[src/rtl/lane_pkg.sv]
// Shared types, lane colour table and dimming helper for the lane highlighter.
package lane_pkg;

  typedef logic [5:0] rgb_t;

  localparam rgb_t GREEN  = 6'b001100;
  localparam rgb_t RED    = 6'b110000;
  localparam rgb_t YELLOW = 6'b111100;
  localparam rgb_t BLUE   = 6'b000011;
  localparam rgb_t WHITE  = 6'b111111;

  localparam rgb_t LANE_COLOURS [8] = '{GREEN, RED, YELLOW, BLUE, GREEN, RED, YELLOW, BLUE};

  // Any channel with its MSB set drops to level 1; levels 0 and 1 pass through.
  function automatic rgb_t dim(rgb_t c);
    rgb_t d;
    d = c;
    for (int k = 0; k < 3; k++) begin
      if (c[2*k+1]) d[2*k +: 2] = 2'b01;
    end
    return d;
  endfunction

endpackage

[src/rtl/lane_highlighter_if.sv]
// Pixel-stream bus for the lane highlighter: VGA position/valid and hits in, colour/state out.
interface lane_highlighter_if
  import lane_pkg::*;
#(
  parameter int unsigned NUM_LANES = 4
) ();

  logic [9:0]           col;
  logic [9:0]           row;
  logic                 valid;
  logic [NUM_LANES-1:0] hit;
  rgb_t                 lane_rgb;
  logic [NUM_LANES-1:0] active;

  modport master (
    output col, row, valid, hit,
    input  lane_rgb, active
  );

  modport slave (
    input  col, row, valid, hit,
    output lane_rgb, active
  );

endinterface

[src/rtl/lane_timer.sv]
// Per-lane hit edge detector and frame-based hold counter; active is high while the hold runs.
module lane_timer #(
  parameter int unsigned HOLD_FRAMES = 3
) (
  input  logic clk,
  input  logic reset,
  input  logic hit,
  input  logic frame_tick,
  output logic active
);

  localparam int unsigned CntW = $clog2(HOLD_FRAMES + 1);

  logic            hit_q;
  logic [CntW-1:0] cnt_q, cnt_d;
  logic            active_q;

  // A fresh hit reloads even on a frame tick, so a re-hit never leaves a dark gap.
  always_comb begin
    cnt_d = cnt_q;
    if (hit && !hit_q) begin
      cnt_d = CntW'(HOLD_FRAMES);
    end else if (frame_tick && (cnt_q != '0)) begin
      cnt_d = cnt_q - CntW'(1);
    end
  end

  always_ff @(posedge clk or posedge reset) begin
    if (reset) begin
      hit_q    <= 1'b0;
      cnt_q    <= '0;
      active_q <= 1'b0;
    end else begin
      hit_q    <= hit;
      cnt_q    <= cnt_d;
      active_q <= (cnt_d != '0);
    end
  end

  assign active = active_q;

endmodule

[src/rtl/lane_highlighter.sv]
// Draws coloured lane stripes into the VGA stream, bright for a few frames after a hit.
// Optional LANE_DIVIDER_EN: paint lane boundary columns white instead of black.
module lane_highlighter
  import lane_pkg::*;
#(
  parameter int unsigned NUM_LANES    = 4,
  parameter int unsigned LANE_BEGIN   = 220,
  parameter int unsigned LANE_PITCH   = 40,
  parameter int unsigned STRIPE_WIDTH = 35,
  parameter int unsigned HOLD_FRAMES  = 3,
  parameter int unsigned V_ACTIVE     = 480
) (
  input  logic             clk,
  input  logic             reset,
  lane_highlighter_if.slave bus
);

  localparam logic [10:0] LastRight =
      11'(LANE_BEGIN + (NUM_LANES - 1) * LANE_PITCH + STRIPE_WIDTH);

  logic [9:0]           row_q;
  logic                 frame_tick;
  logic [10:0]          col_x;
  logic [NUM_LANES-1:0] active_w;
  logic [NUM_LANES-1:0] fill;
  logic [NUM_LANES-1:0] on_left;
  logic                 on_divider;
  rgb_t                 colour [NUM_LANES];
  rgb_t                 pix_d, rgb_q;

  assign col_x      = {1'b0, bus.col};
  assign frame_tick = (bus.row == 10'(V_ACTIVE)) && (row_q != 10'(V_ACTIVE));

  for (genvar i = 0; i < NUM_LANES; i++) begin : g_lane
    localparam logic [10:0] Left  = 11'(LANE_BEGIN + i * LANE_PITCH);
    localparam logic [10:0] Right = 11'(LANE_BEGIN + i * LANE_PITCH + STRIPE_WIDTH);

    assign fill[i]    = (col_x > Left) && (col_x < Right);
    assign on_left[i] = (col_x == Left);
    assign colour[i]  = active_w[i] ? LANE_COLOURS[i] : dim(LANE_COLOURS[i]);

    lane_timer #(
      .HOLD_FRAMES(HOLD_FRAMES)
    ) u_timer (
      .clk       (clk),
      .reset     (reset),
      .hit       (bus.hit[i]),
      .frame_tick(frame_tick),
      .active    (active_w[i])
    );
  end

  assign on_divider = (|on_left) || (col_x == LastRight);

  // Descending scan so the lowest-indexed overlapping lane is the last writer.
  always_comb begin
    pix_d = '0;
    for (int i = int'(NUM_LANES) - 1; i >= 0; i--) begin
      if (fill[i]) pix_d = colour[i];
    end
    if (on_divider) begin
`ifdef LANE_DIVIDER_EN
      pix_d = WHITE;
`else
      pix_d = '0;
`endif
    end
    if (!bus.valid) pix_d = '0;
  end

  always_ff @(posedge clk or posedge reset) begin
    if (reset) begin
      row_q <= '0;
      rgb_q <= '0;
    end else begin
      row_q <= bus.row;
      rgb_q <= pix_d;
    end
  end

  assign bus.lane_rgb = rgb_q;
  assign bus.active   = active_w;

endmodule

[src/flat_wrapper.sv]
// flat-port wrapper written by rule: the top's interface ports become plain ports
module lane_highlighter_flat import lane_pkg::*;
#(
  parameter int unsigned NUM_LANES    = 4,
  parameter int unsigned LANE_BEGIN   = 220,
  parameter int unsigned LANE_PITCH   = 40,
  parameter int unsigned STRIPE_WIDTH = 35,
  parameter int unsigned HOLD_FRAMES  = 3,
  parameter int unsigned V_ACTIVE     = 480
)
  (clk, reset, bus_col, bus_row, bus_valid, bus_hit, bus_lane_rgb, bus_active);
  lane_highlighter_if #(.NUM_LANES(NUM_LANES)) bus_i ();
  input  logic clk;
  input  logic reset;
  input wire logic [$bits(bus_i.col)-1:0] bus_col;
  input wire logic [$bits(bus_i.row)-1:0] bus_row;
  input wire logic [$bits(bus_i.valid)-1:0] bus_valid;
  input wire logic [$bits(bus_i.hit)-1:0] bus_hit;
  output wire logic [$bits(bus_i.lane_rgb)-1:0] bus_lane_rgb;
  output wire logic [$bits(bus_i.active)-1:0] bus_active;
  assign bus_i.col = bus_col;
  assign bus_i.row = bus_row;
  assign bus_i.valid = bus_valid;
  assign bus_i.hit = bus_hit;
  assign bus_lane_rgb = bus_i.lane_rgb;
  assign bus_active = bus_i.active;
  lane_highlighter #(.NUM_LANES(NUM_LANES), .LANE_BEGIN(LANE_BEGIN), .LANE_PITCH(LANE_PITCH), .STRIPE_WIDTH(STRIPE_WIDTH), .HOLD_FRAMES(HOLD_FRAMES), .V_ACTIVE(V_ACTIVE)) u_core (.clk(clk), .reset(reset), .bus(bus_i));
endmodule
[config.mk]
export PLATFORM = sky130hd
export DESIGN_NAME = lane_highlighter_flat
export DESIGN_NICKNAME = d
export VERILOG_FILES = /design/src/rtl/lane_pkg.sv /design/src/rtl/lane_highlighter_if.sv /design/src/rtl/lane_timer.sv /design/src/rtl/lane_highlighter.sv /design/src/flat_wrapper.sv
export SDC_FILE = /design/constraint.sdc
export NUM_CORES = 1
export LEC_CHECK = 0
export CAP_MARGIN = 20
export CORE_AREA = 5 5 64 66
export CTS_CLUSTER_DIAMETER = 120
export DETAILED_ROUTE_END_ITERATION = 6
export DIE_AREA = 0 0 69 71
export PLACE_DENSITY_LB_ADDON = 0.05
export SKIP_CTS_REPAIR_TIMING = 1
export SKIP_LAST_GASP = 1
export SLEW_MARGIN = 10
export SYNTH_ARGS = -nofsm -noshare
export SYNTH_HDL_FRONTEND = slang
export SYNTH_SLANG_ARGS = --single-unit
export TNS_END_PERCENT = 5
[constraint.sdc]
create_clock -name clk -period 1.93 [get_ports clk]
set_clock_uncertainty 0.15 [all_clocks]
set_input_delay 0.386 -clock clk [delete_from_list [all_inputs] [get_ports clk]]
set_output_delay 0.386 -clock clk [all_outputs]
set_load 0.02 [all_outputs]
==> flow_summary.toml <==
[outcome]
outcome = "complete, but fails checks"
violations = "negative setup slack"

[clock_network]
clk_pin_slew_ns = 0.10
insertion_delay_ns = 0.33
cts.sink_count = 32
h-tree-depth = 2
cts-root-buf = "clkbuf_4"
cts_made_buffers = 5
clock_path_buffers = 2
cts_tree = "done"

[detailed_routing]
wire_per_inst_um = 13.7
first_pass_iters = 4
ant_nets = 0
vias = 1380
drt_iter0_markers = 25
drc_errors = 0
routed_wirelength_um = 3480
viasPerCell = 5.43

[worst_setup_path]
path_max_fanout = 6
reg2reg_to = "u_core.g_lane[3].u_timer.cnt_q[0]"
cp-startpoint = "bus_col[5]"
slowest_stage = "clkdlybuf4s50_1"
required_ns = 2.06
reg2reg_from = "u_core.row_q[1]"
endpoint = "u_core.bus.lane_rgb[2]"
reg2regPathDepth = 4
critical_path.max_stage_delay_ns = 0.55
worst_setup_path_end_kind = "flop"
path_class = "in2reg"
start_kind = "input pin"
path_cells = "clkdlybuf4s50_1, buf_4, xor2_2, o31ai_2, buf_4, or3_1, o21ba_2"
cp_common_cell = "buf_4"
cpLargestDelayFamily = "buffers and inverters"
crit_arrival_ns = 2.10
worst-path-stages = 7
path_buf_inv = 3
reg2reg_setup_slack_ns = 0.18

[global_route]
grt_usage = 0.145
grt_start_max_net_pins = 33
gr-total-overflow = 0
grt_pass1_vias = 1395
grt_pass1_wl_um = 5820
antenna_found_initial = 0

[die]
rows = 22
dieHeight_um = 71
io_pins = 37
initial_utilization = 0.456
die_area_um2 = 4900
dieWidth_um = 69
core-area_um2 = 3520

[synth]
ys_types = 51
synth-edff-count = 0
synth_area_leader_cell = "dfrtp_1"
synth_area_leaders = "dfrtp_1 50%, and4_1 3.3%, ha_1 3.1%"
yosysWarnings = 0
synthesis.area_um2 = 1610
syn_inst = 148
synth_ff_type = "dfrtp_1"
yosys.area.top_type_share = 0.498
ys_seq_area_frac = 0.498
syn-mean-instance-area_um2 = 10.9
yosys_register_bits = 32
syn_nets = 179
ys_async_sr_fraction = 1.00

[sta]
worst_pin_slew_ns = 0.403
post-route-period-util = 1.03
fin_ws_ns = -0.0488
slew_viol_final = 0
final-hold-violation-count = 0
tns_ns = -0.0639
clock.fmax_mhz = 505
period_needed_ns = 1.98
rsz0062_at_grt = "yes"
setup_viol = 2
relSlewSlack = 0.729
holdWs_ns = 0.0411

[power_and_ir_drop]
ir_drop_v = 0.000469
p_per_area_nw_per_um2 = 594
cellLeakagePower_nw = 1.07
total_power_mw = 1.36

[place]
hpwl_um = 2640
dpl_worst_slack_ns = -0.553
gp_congestion = 0.884
portBuffers = 36

[final_layout]
diodes = 0
final_layout_size_suffix_gt1_frac = 0.228
final_nets = 236
area_growth_syn_to_layout_pct = 42.8

[flow_run]
drv_cap = 0

[min_path]
hp-class = "in2reg"
## cell usage after synthesis (2+ instances only)
| cell type | count |
|---|---|
| nor3b_1 | 2 |
| o21ai_0 | 4 |
| nor2_1 | 4 |
| o21a_1 | 2 |
| buf_2 | 3 |
| and4b_1 | 2 |
| nand4b_1 | 2 |
| or3b_2 | 2 |
| nor3_1 | 2 |
| a21oi_1 | 4 |
| inv_1 | 10 |
| and3_1 | 5 |
| nor4_1 | 6 |
| or4b_2 | 2 |
| nand2_1 | 7 |
| or4_4 | 2 |
| and4_1 | 6 |
| a31oi_1 | 3 |
| clkbuf_1 | 2 |
| buf_4 | 4 |
| a221oi_1 | 2 |
| o21ai_1 | 3 |
| nand2b_1 | 5 |
| ha_1 | 4 |
| a211oi_1 | 3 |
| dfrtp_1 | 32 |
## worst register-to-register path: stages, from the launching register on
cell and delay [ns]:
dfrtp_1 0.38, nor4_1 0.41, and4b_1 0.34, nor3_4 0.06, mux2_4 0.30
## through the flow
stage | util | instances | area [um^2]
final | 0.652 | 254 | 2300
after global routing | 0.652 | 254 | 2300
after CTS | 0.634 | 254 | 2230
after detailed placement | 0.612 | 246 | 2150
after global placement | 0.612 | 246 | 2150
after floorplan | - | 148 | 1610
## cell usage in the layout, fill, tap and decap left out, types with 2 or more instances in the layout
cell type	n
buf_4	22
clkbuf_4	5
and4b_1	2
o21ai_1	3
o21a_1	2
a21oi_1	3
a221oi_1	2
or4_4	2
nor4_2	2
a211oi_1	3
nand2b_1	5
and4_1	6
nor2_1	4
ha_1	4
clkdlybuf4s50_1	29
nor3_1	2
a31oi_1	3
and3_1	5
nor3b_1	2
or3b_2	2
or4b_4	2
o21ai_0	4
dfrtp_1	32
nor4_1	4
nand2_1	7
nand4b_1	2
inv_1	10
dlymetal6s2s_1	7
## logic make-up (layout without fill, tap and decap cells)
kind of cell	after synthesis	after routing	synth area share
AO/OA/AOI/OAI	34	34	0.155
multiplexers	1	1	0.00700
buffers and inverters	19	77	0.0560
flip-flops	32	32	0.498
adder cells (fa/ha/maj)	4	4	0.0311
AND/OR/NAND/NOR	57	57	0.247
XOR/XNOR	1	1	0.00545
## report_power, final
| part | total (mW) | switching [mW] | internal [mW] |
|---|---|---|---|
| Sequential | 0.692 | 0.00458 | 0.687 |
| Clock | 0.505 | 0.235 | 0.270 |
| Combinational | 0.167 | 0.0728 | 0.0939 |
## layer usage
metal	wire, um	part of all wire	global-route usage
met1	1420	0.41	0.160
met3	160	0.046	0.0455
met2	1790	0.51	0.253
met5	0	0	0
met4	105	0.030	0.0716
## how the worst min path moves through the flow
stage | startpoint | to | slack, ns | cells past startpoint
final | bus_row[2] | u_core.row_q[2] | 0.04 | 1
after global routing | bus_row[0] | u_core.row_q[0] | 0.03 | 1
after CTS | reset | u_core.row_q[7] | 0.27 | 3
after detailed placement | u_core.g_lane[3].u_timer.active | u_core.bus.lane_rgb[1] | 0.32 | 1
after global placement | u_core.g_lane[3].u_timer.active | u_core.bus.lane_rgb[1] | 0.32 | 1
after floorplan | bus_hit[0] | u_core.g_lane[0].u_timer.hit_q | 0.27 | 0
## sequential cells by signal (all words and copies together) (netlist names)
register                      count
u_core.row_q                     10
u_core.g_lane.u_timer.cnt_q       8
u_core.bus.lane_rgb               6
u_core.g_lane.u_timer.active      4
u_core.g_lane.u_timer.hit_q       4
## area by class of cell
| type | instances | area [um^2] |
|---|---|---|
| Clock buffer | 5 | 37.5 |
| Clock inverter | 3 | 42.5 |
| Fill cell | 308 | 1230 |
| Inverter | 10 | 37.5 |
| Multi-Input combinational cell | 97 | 763 |
| Sequential cell | 32 | 801 |
| Tap cell | 48 | 60.1 |
| Timing Repair Buffer | 59 | 554 |
No activity file was read; power rests on OpenSTA's default activity.
